$ cat config.mk
export PLATFORM = sky130hd
export DESIGN_NAME = bcd_tick_counter
export DESIGN_NICKNAME = d
export VERILOG_FILES = /design/src/rtl/bcd_seg_pkg.sv /design/src/rtl/bcd_seg_lut.sv /design/src/rtl/bcd_tick_counter.sv
export SDC_FILE = /design/constraint.sdc
export NUM_CORES = 1
export LEC_CHECK = 0
export CORE_AREA = 3 3 69 71
export CTS_CLUSTER_DIAMETER = 120
export DETAILED_ROUTE_END_ITERATION = 6
export DIE_AREA = 0 0 72 74
export DONT_BUFFER_PORTS = 1
export PLACE_DENSITY = 0.69
export SKIP_LAST_GASP = 1
export SYNTH_ARGS = -nofsm -noshare
export SYNTH_HDL_FRONTEND = slang
export SYNTH_SLANG_ARGS = --single-unit
$ cat constraint.sdc
create_clock -name i_clk -period 4.5 [get_ports i_clk]
set_clock_uncertainty 0.1 [all_clocks]
set_input_delay 0.675 -clock i_clk [delete_from_list [all_inputs] [get_ports i_clk]]
set_output_delay 0.675 -clock i_clk [all_outputs]
set_load 0.005 [all_outputs]
$ cat src/rtl/bcd_seg_pkg.sv
// Shared types and 7-segment constants for the BCD tick counter.
// Segment patterns are active-low, bit6=g ... bit0=a.
package bcd_seg_pkg;

    typedef enum logic [1:0] {
        IDLE  = 2'd0,
        RUN   = 2'd1,
        PAUSE = 2'd2
    } state_e;

    localparam logic [6:0] SEG_BLANK = 7'h7F;

    localparam logic [6:0] SEG_DIGIT [0:9] = '{
        7'h40, 7'h79, 7'h24, 7'h30, 7'h19,
        7'h12, 7'h02, 7'h78, 7'h00, 7'h10
    };

    // Clamp a non-BCD nibble (10..15) to 9.
    function automatic logic [3:0] sat9(input logic [3:0] v);
        return (v > 4'd9) ? 4'd9 : v;
    endfunction

endpackage

$ cat src/rtl/bcd_seg_lut.sv
// Combinational BCD -> active-low 7-segment decode; codes 10..15 show blank.
module bcd_seg_lut
    import bcd_seg_pkg::*;
(
    input  logic [3:0] i_bcd,
    output logic [6:0] o_seg
);

    always_comb begin
        o_seg = SEG_BLANK;
        for (int i = 0; i < 10; i++) begin
            if (i_bcd == 4'(i)) begin
                o_seg = SEG_DIGIT[i];
            end
        end
    end

endmodule

$ cat src/rtl/bcd_tick_counter.sv
// Prescaled single-digit BCD counter with RUN/PAUSE control and registered 7-seg output.
// Optional blanking blink while paused is enabled by defining BCD_TICK_BLINK_EN.
module bcd_tick_counter
    import bcd_seg_pkg::*;
#(
    parameter int TICK_DIV  = 50_000_000,
    parameter int BLINK_DIV = 12_500_000
) (
    input  logic       i_clk,
    input  logic       i_rst,
    input  logic       i_start,
    input  logic       i_stop,
    input  logic       i_clear,
    input  logic       i_up,
    input  logic       i_load,
    input  logic [3:0] i_load_val,
    output logic [3:0] o_digit,
    output logic       o_carry,
    output logic       o_running,
    output logic [6:0] o_seg
);

    localparam int              PW       = (TICK_DIV > 2) ? $clog2(TICK_DIV) : 1;
    localparam logic [PW-1:0]   PRE_LAST = PW'(TICK_DIV - 1);

    if (TICK_DIV < 2) begin : g_bad_tick_div
        $error("bcd_tick_counter: TICK_DIV must be >= 2");
    end
    if (BLINK_DIV < 1) begin : g_bad_blink_div
        $error("bcd_tick_counter: BLINK_DIV must be >= 1");
    end

    state_e         r_state;
    state_e         w_state_nxt;
    logic [PW-1:0]  r_pre;
    logic [3:0]     r_digit;
    logic           r_carry;
    logic           r_running;
    logic [6:0]     r_seg;
    logic [6:0]     w_seg_lut;
    logic           w_step;
    logic           w_wrap;
    logic [3:0]     w_digit_step;
    logic           w_blank;

    // clear > load > stop > start; load leaves the state alone.
    always_comb begin
        w_state_nxt = r_state;
        if (i_clear) begin
            w_state_nxt = IDLE;
        end else if (i_load) begin
            w_state_nxt = r_state;
        end else if (i_stop) begin
            if (r_state == RUN) begin
                w_state_nxt = PAUSE;
            end
        end else if (i_start && (r_state != RUN)) begin
            w_state_nxt = RUN;
        end
    end

    assign w_step = (r_state == RUN) && (r_pre == PRE_LAST);

    always_comb begin
        w_digit_step = r_digit;
        w_wrap       = 1'b0;
        if (i_up) begin
            if (r_digit >= 4'd9) begin
                w_digit_step = 4'd0;
                w_wrap       = 1'b1;
            end else begin
                w_digit_step = r_digit + 4'd1;
            end
        end else begin
            if (r_digit == 4'd0) begin
                w_digit_step = 4'd9;
                w_wrap       = 1'b1;
            end else begin
                w_digit_step = r_digit - 4'd1;
            end
        end
    end

    always_ff @(posedge i_clk) begin
        if (i_rst) begin
            r_state   <= IDLE;
            r_running <= 1'b0;
            r_carry   <= 1'b0;
            r_digit   <= 4'd0;
            r_pre     <= '0;
        end else begin
            r_state   <= w_state_nxt;
            r_running <= (w_state_nxt == RUN);
            r_carry   <= 1'b0;
            if (i_clear) begin
                r_digit <= 4'd0;
                r_pre   <= '0;
            end else if (i_load) begin
                r_digit <= sat9(i_load_val);
                r_pre   <= '0;
            end else begin
                if (w_step) begin
                    r_digit <= w_digit_step;
                    r_carry <= w_wrap;
                end
                // Prescaler is frozen in PAUSE so a resume keeps its phase.
                case (r_state)
                    RUN:     r_pre <= w_step ? '0 : r_pre + PW'(1);
                    PAUSE:   r_pre <= r_pre;
                    default: r_pre <= '0;
                endcase
            end
        end
    end

    bcd_seg_lut u_seg_lut (
        .i_bcd (r_digit),
        .o_seg (w_seg_lut)
    );

`ifdef BCD_TICK_BLINK_EN
    localparam int              BW         = (2 * BLINK_DIV > 2) ? $clog2(2 * BLINK_DIV) : 1;
    localparam logic [BW-1:0]   BLINK_LAST = BW'(2 * BLINK_DIV - 1);
    localparam logic [BW-1:0]   BLINK_HALF = BW'(BLINK_DIV);

    logic [BW-1:0] r_blink;

    // Held at zero outside PAUSE, so every pause starts on the visible half.
    always_ff @(posedge i_clk) begin
        if (i_rst || (r_state != PAUSE)) begin
            r_blink <= '0;
        end else if (r_blink == BLINK_LAST) begin
            r_blink <= '0;
        end else begin
            r_blink <= r_blink + BW'(1);
        end
    end

    assign w_blank = (r_state == PAUSE) && (r_blink >= BLINK_HALF);
`else
    assign w_blank = 1'b0;
`endif

    always_ff @(posedge i_clk) begin
        if (i_rst) begin
            r_seg <= SEG_DIGIT[0];
        end else begin
            r_seg <= w_blank ? SEG_BLANK : w_seg_lut;
        end
    end

    assign o_digit   = r_digit;
    assign o_carry   = r_carry;
    assign o_running = r_running;
    assign o_seg     = r_seg;

endmodule
Word-level counts from Yosys, hierarchy flattened
Index checks and enable logic that the tools add are counted.
- flip-flop bits (word level): 41
- input bits: 11
- output and inout bits: 13
- word-level logic and storage cells: 67
- add/subtract/negate cells: 3
- $lt $le $gt $ge: 2
- eq/ne operators: 14
- muxes and demuxes: 26
- bitwise gates (word level): 1
- reductions and logical operators: 11
- operators by type and width (kind ; count):
    7-bit 2-to-1 mux ; 8
    26-bit one-hot mux with 2 select lines ; 1
    26-bit by 1-bit adder with 26-bit output (second input constant) ; 1
    26-bit equality test (second input constant) ; 1
    26-bit 2-to-1 mux ; 1
    4-bit 2-to-1 mux ; 6
    4-bit by 3-bit equality test with 1-bit output (second input constant) ; 4
    6-bit 2-to-1 mux ; 2
    2-bit 2-to-1 mux ; 5
    4-bit by 2-bit equality test with 1-bit output (second input constant) ; 2
    4-bit equality test (second input constant) ; 2
    4-bit OR reduction ; 2
    8-bit OR reduction ; 1
    3-bit OR reduction ; 2
    6-bit OR reduction ; 1
    4-bit by 1-bit adder with 4-bit output (second input constant) ; 1
    2-bit by 1-bit equality test with 1-bit output (second input constant) ; 2
    4-bit by 1-bit equality test with 1-bit output (second input constant) ; 1
    4-bit >= comparator (second input constant) ; 1
    4-bit greater-than comparator (second input constant) ; 1
    4-bit logical NOT ; 1
    4-bit by 1-bit subtractor with 4-bit output (second input constant) ; 1
    1-bit 2-to-1 mux ; 3
    2-bit equality test (second input constant) ; 1
    other kinds (5) ; 6

Longest topological paths before layout
Gate-level depths: netlist of the first run.
- depth in word-level cells: 11
- depth in mapped cells: 8
- depth with buffers taken out: 7

Cells and area by module
From an unflattened synthesis of the first run, not the netlist that was laid out.
- cell total of the unflattened synthesis: 281
- area, all modules: 2321.0 sq um
- by module, submodules not included (module ; times used ; cells an instance ; area an instance (sq um) ; sequential area each (sq um)):
    bcd_tick_counter ; 1 ; 258 ; 2174.6 ; 820.8
    bcd_seg_lut ; 1 ; 23 ; 146.4 ; 0.0

Least setup slack after synthesis of the first run
No wires, ideal clock.
- path type: input port to flip-flop
- from: input i_clear
- to: register r_pre[13]
- setup time: 0.074 ns
- arrival time: 2.074 ns
- data required time: 4.326 ns
- setup slack: 2.252 ns
- stages on the path: 7
- buffers on the path: 2
- path through: nor2_1 nand2_1 a211oi_1 buf_6 buf_2 a21oi_1 a31oi_1
- word-level cells in the longest chain between the ends: 1
- RTL lines (element ; line ; text):
    from (decl) ; bcd_tick_counter.sv:13 ; input logic i_clear,
    3-bit OR reduction (no line) ; - ;
    to (signal assigned) ; bcd_tick_counter.sv:108 ; RUN: r_pre <= w_step ? '0 : r_pre + PW'(1);
    to (signal assigned) ; bcd_tick_counter.sv:109 ; PAUSE: r_pre <= r_pre;
    to (decl) ; bcd_tick_counter.sv:35 ; logic [PW-1:0] r_pre;
Every way passes these cells.
A chain may end at the register's enable or synchronous reset.

Worst setup path after layout of the first run
- from: register r_pre[5]
- to: register r_pre[25]
- word-level cells in the longest chain between the ends: 4
- elaborated cells between the ends (all ways): 5
- those cells by class: add/sub: 1; eq/ne: 1; mux: 2; reduce/logical: 1
- RTL lines (element ; line ; text):
    branches (longest 2 deep; another with 26-bit by 1-bit adder with 26-bit output) ; - ;
    26-bit 2-to-1 mux (*) ; bcd_tick_counter.sv:108 ;
    26-bit one-hot mux with 2 select lines (*) ; bcd_tick_counter.sv:107 ; case (r_state)
Every way passes the cells marked *.

==> results of run 1 <==
[critical path, stage by stage, from the launching register on]
cell and delay (ns):
dfxtp_1 0.39, nand3_1 0.33, nor4_1 0.81, and4_1 0.39
a31o_2 0.17, a31oi_1 0.07
[cells by family after synthesis]
family / Yosys count
buffers and inverters: 23
adder cells (fa/ha/maj): 6
AND/OR/NAND/NOR: 124
multiplexers: 3
AO/OA/AOI/OAI: 91
flip-flops: 41
XOR/XNOR: 2
[routing by layer]
metal,track usage,part of all wire,vias to the layer above
met4,0.0772,0.015,0
met5,0,0,-
li1,-,-,1065
met3,0.0473,0.047,9
met2,0.276,0.41,37
met1,0.276,0.53,948
[layout by cell type, fill, tap and decap left out, types with 3 or more instances in the layout]
master	Yosys	final
nand4_1	4	4
mux2i_1	3	3
ha_1	6	6
dfxtp_1	41	41
o31ai_1	3	3
nand3_1	15	15
a31oi_1	18	18
a41oi_1	5	5
nor4_1	3	3
nor2b_1	9	9
nand2_1	24	24
nor2_1	25	25
o21a_1	3	3
clkbuf_8	0	6
a21o_1	3	3
a21oi_1	26	26
and3_1	5	5
or3_1	4	4
o21ai_0	14	14
nand2b_1	10	10
inv_1	10	10
nor3_1	6	6
[sequential cells by signal (all words and copies together) (netlist names)]
signal,count
o_running,1
o_digit,4
r_state,2
r_pre,26
o_carry,1
o_seg,7
[how the worst max path moves through the flow]
stage | to | cells after the start | slack (ns) | start
finish | r_pre[25] | 5 | 2.11 | r_pre[5]
detailed placement | r_pre[18] | 5 | 1.98 | i_clear
floorplan | r_pre[13] | 7 | 2.25 | i_clear
global route | r_pre[18] | 6 | 1.95 | r_pre[0]
global placement | r_pre[18] | 5 | 2.01 | i_clear
CTS | r_pre[25] | 5 | 2.12 | r_pre[5]
[area by class of cell]
type                       instances  area share
inverter                          10      0.0155
timing repair buffer               1     0.00311
multi-input combinational        226       0.579
clock buffer                       7      0.0358
tap                               52      0.0269
sequential                        41       0.340
[stage by stage]
| step | util | std cells | total power [uW] | setup WS [ns] |
|---|---|---|---|---|
| finish | 0.562 | 337 | 658 | 2.11 |
| global route | 0.562 | 337 | 685 | 1.95 |
| CTS | 0.562 | 337 | 664 | 2.12 |
| detailed placement | 0.542 | 330 | 425 | 1.98 |
| global placement | 0.542 | 330 | 424 | 2.01 |
| floorplan | - | 290 | 419 | 2.25 |
[power groups by stage]
| stage | Combinational, uW | Sequential [uW] | Clock, uW |
|---|---|---|---|
| after floorplan | 37.5 | 382 | 0 |
| after global placement | 38.9 | 385 | 0 |
| after detailed placement | 38.9 | 386 | 0 |
| after CTS | 39.1 | 377 | 248 |
| after global routing | 44.7 | 378 | 262 |
| final | 39.2 | 377 | 242 |
==> out/qor.csv, run 1 <==
metric,value,unit
synth_top_area_share,0.355,
insertedDiodeCount,0,
r2r-end,r_pre[25],
outcome,"complete, no violations",
grt_max_degree,31,
num_io_pins,24,
fp.dieW,72,um
avgSynthCellArea,7.97,um2
period_share,0.530,
power.internal,508,uW
synthAdderAreaFrac,0.0325,
synthTopCellsByCount,"dfxtp_1, a21oi_1, nor2_1",
synth_compound_area_frac,0.253,
p_clk_frac,0.367,
period_needed,2.39,ns
fmax,419,MHz
avgViaCountPerCell,6.11,
drt_iter0_drc,149,
synth_top_area_cell,dfxtp_1,
yosysUniqueCellTypes,59,
cts_setup_buffers,0,
synth_area_leaders,"dfxtp_1, a21oi_1, a31oi_1",
endpoint_kind,flip-flop,
hold_viol_final,0,
synth_top_family_by_area,simple AND/OR/NAND/NOR gates,
cts-root-buf,clkbuf_8,
first_pass_iters,4,
multi_input_area,1400,um2
rrSetupSlack,2.11,ns
syn_area,2310,um2
maxCapViolCount,0,
coreArea,4290,um2
yosys_warnings,0,
synth_edf_count,0,
cellLeakagePower,0.000853,uW
hold_end,o_seg[4],
switchingPower,149,uW
seqCellArea,821,um2
crit_path_start_kind,flip-flop,
setup_viol,0,
cts_tree,built,
slew_viol_final,0,
wire_per_inst,14.4,um
initial_core_util,0.538,
antenna_left,0,
ys_ff_latch,41,
grt_pass1_vias,1763,
drive_gt1_frac,0.0632,
overflow,0,
min_path_type,in2reg,
crit_type,reg2reg,
p_comb_frac,0.060,
seqPwrFrac,0.573,
yosysMostFrequentCell,dfxtp_1,
ir_drop,0.207,mV
swShare,0.227,
fin_area,2410,um2
grt_pass1_wl,8130,um
grt_setup_unrepaired,false,
synthMuxAreaShare,0.0130,
dp_hpwl,3410,um
synthCells,290,
cp_max_fo,8,
ys.flop_type,dfxtp_1,
rows,24,
grtUsageTotal,0.192,
route.vias.total,2059,
r2r_cells,5,
reg2reg_from,r_pre[5],
fill_cells,423,
power_density,272,nW/um2
portBuffers,0,
clockBufferDepth,2,
ctsHtreeMaxLevel,2,
ctsHoldBuffers,0,
crit_arrival,2.44,ns
hold_start,i_rst,
wl,4850,um
globalplace.congestion,0.853,
cts.sink_count,41,
synthSimpleGateAreaFrac,0.296,
cts_inserted_buffers,5,
min_path_cells,1,
path_clk_slew,0.07,ns
antenna_found_initial,0,
synth_xor_area_frac,0.00758,
design.die.area,5330,um2
synth-async-reset-ratio,0,
nets,302,
die_h,74,um
worst_hold_slack,0.344,ns
clkLatencyLatePin,0.29,ns
ys_seq_area_frac,0.355,
area_delta_synth_final,4.49,%
slew_headroom,0.457,
crit_required,4.55,ns
cts_resized,0,
final.setup.tns,0,ns
tightest_slew,0.807,ns
drc,0,
synthesis.nets,307,
post_dp_cell_area,2330,um2
Note: power is estimated with default switching activity, not from simulation.
==> run 2, diff against run 1 <==
- clock period: 4.5 -> 2.3 ns (I/O delays scaled with it)
==> run 2 against run 1 <==
  * Clock-buffer cell count is 1 higher
  * Via count is 5.8% higher
  * Utilization is 3.3 points higher
  * First-iteration DRC count is 24% higher
  * Hold slack worse by 0.32 ns
  * Die area stayed put
  * Global-route usage is 1.2 points higher
  * Non-clock buffer count is 17 higher
  * Critical path depth is 1 higher
  * Sequential power is 94% higher
==> out/qor.csv, run 2 (synthesis results as in run 1) <==
metric,value,unit,change
dp_hpwl,3640,um,was 3410 um
rows,24,,unchanged
grtUsageTotal,0.204,,was 0.192
first_pass_iters,4,,unchanged
globalplace.congestion,0.819,,was 0.853
crit_path_start_kind,flip-flop,,unchanged
crit_required,2.35,ns,was 4.55 ns
num_io_pins,24,,unchanged
cts.sink_count,41,,unchanged
overflow,0,,unchanged
initial_core_util,0.538,,unchanged
fill_cells,394,,was 423
crit_type,reg2reg,,unchanged
setup_viol,0,,unchanged
grt_pass1_wl,8660,um,was 8130 um
fmax,444,MHz,was 419 MHz
cellLeakagePower,0.000951,uW,was 0.000853 uW
die_h,74,um,unchanged
fp.dieW,72,um,unchanged
route.vias.total,2179,,was 2059
final_common_cell,dfxtp_1,,unchanged
avgViaCountPerCell,6.14,,was 6.11
min_path_type,in2reg,,unchanged
final_core_util,0.595,,was 0.562
drt_iter0_drc,185,,was 149
grt_pass1_vias,1810,,was 1763
portBuffers,0,,unchanged
power,1280,uW,was 658 uW
hold_start,i_rst,,unchanged
slew_headroom,0.627,,was 0.457
power_density,500,nW/um2,was 272 nW/um2
clkLatencyLatePin,0.29,ns,about the same
layout_common_cells,"dfxtp_1, a21oi_1, nor2_1",,unchanged
ir_drop,0.306,mV,was 0.207 mV
largest_reg_flops,26,,unchanged
wl,5220,um,was 4850 um
reg2reg_from,r_pre[8],,was r_pre[5]
fin_ws,0.0486,ns,was 2.11 ns
path_clk_slew,0.07,ns,about the same
grt_max_degree,22,,was 31
cts-root-buf,clkbuf_8,,unchanged
cp_max_fo,21,,was 8
antenna_left,0,,unchanged
maxCapViolCount,0,,unchanged
period_needed,2.25,ns,was 2.39 ns
pre_cts_ws,0.0880,ns,was 1.98 ns
endpoint_kind,flip-flop,,unchanged
coreArea,4290,um2,unchanged
drive_gt1_frac,0.109,,was 0.0632
worst_hold_slack,0.0247,ns,was 0.344 ns
design.die.area,5330,um2,unchanged
slew_viol_final,0,,unchanged
clockBufferDepth,2,,unchanged
top_register,r_pre,,unchanged
post_dp_cell_area,2450,um2,was 2330 um2
outcome,"complete, no violations",,unchanged
grt_setup_unrepaired,true,,was false
worst_setup_path_startpoint,r_pre[8],,was r_pre[5]
period_share,0.979,,was 0.530
tightest_slew,0.559,ns,was 0.807 ns
drc,0,,unchanged
antenna_found_initial,0,,unchanged
cts_tree,built,,unchanged
insertedDiodeCount,0,,unchanged
hold_viol_final,0,,unchanged
nets,319,,was 302
wire_per_inst,14.7,um,was 14.4 um
crit_arrival,2.30,ns,was 2.44 ns
cts_inserted_buffers,5,,unchanged
fin_area,2550,um2,was 2410 um2
ctsHtreeMaxLevel,2,,unchanged
area_delta_synth_final,10.6,%,was 4.49%
run 2: changes by cell type in the layout (fill, tap and decap cells not counted), sizes merged:
cell / before / now
dlygate4sd3: 0 / 1
clkbuf: 7 / 8
buf: 1 / 17
run 2: power by group:
part	total, uW	internal, uW	switching, uW
Combinational	91.8	40.8	51.0
Sequential	733	723	9.84
Clock	453	216	237
Total	1280	979	298
run 2: final timing paths:
check / to / slack [ns] / cells after the start
worst max-delay path: r_pre[17] / 0.05 / 6
worst max register to register: r_pre[17] / 0.05 / 6
worst min-delay path: o_seg[4] / 0.02 / 1
worst min register to register: r_pre[25] / 0.37 / 1
run 2: repair_timing:
item / CTS / global route
setup buffers: 0 / 0
gates resized for setup: 0 / 2
setup endpoints to repair: 0 / 4
hold buffers: 0 / 1
hold endpoints to repair: 0 / 1
run 2: per-layer routing:
layer	track usage	part of all wire
met5	0	0
met3	0.0459	0.045
met2	0.298	0.43
met4	0.0626	0.010
met1	0.299	0.52
run 2: worst max-delay path, cell delays in order, from the launching register on:
cell and delay, ns:
dfxtp_1 0.37, or4b_4 0.55, nor4_4 0.43, a211oi_2 0.16
buf_4 0.23, a41oi_1 0.20, a31oi_1 0.06
run 2: per-stage QoR:
step,instances,setup TNS [ns]
floorplan,290,0
global placement,346,0
detailed placement,346,0
CTS,354,0
global route,355,-0.103
finish,355,0
run 2: layout make-up:
class	instances	area (um2)	share of cell area
timing repair buffer	18	138	0.0539
multi-input combinational	226	1410	0.553
clock buffer	8	80.1	0.0313
tap	52	65.1	0.0255
inverter	10	37.5	0.0147
sequential	41	821	0.321
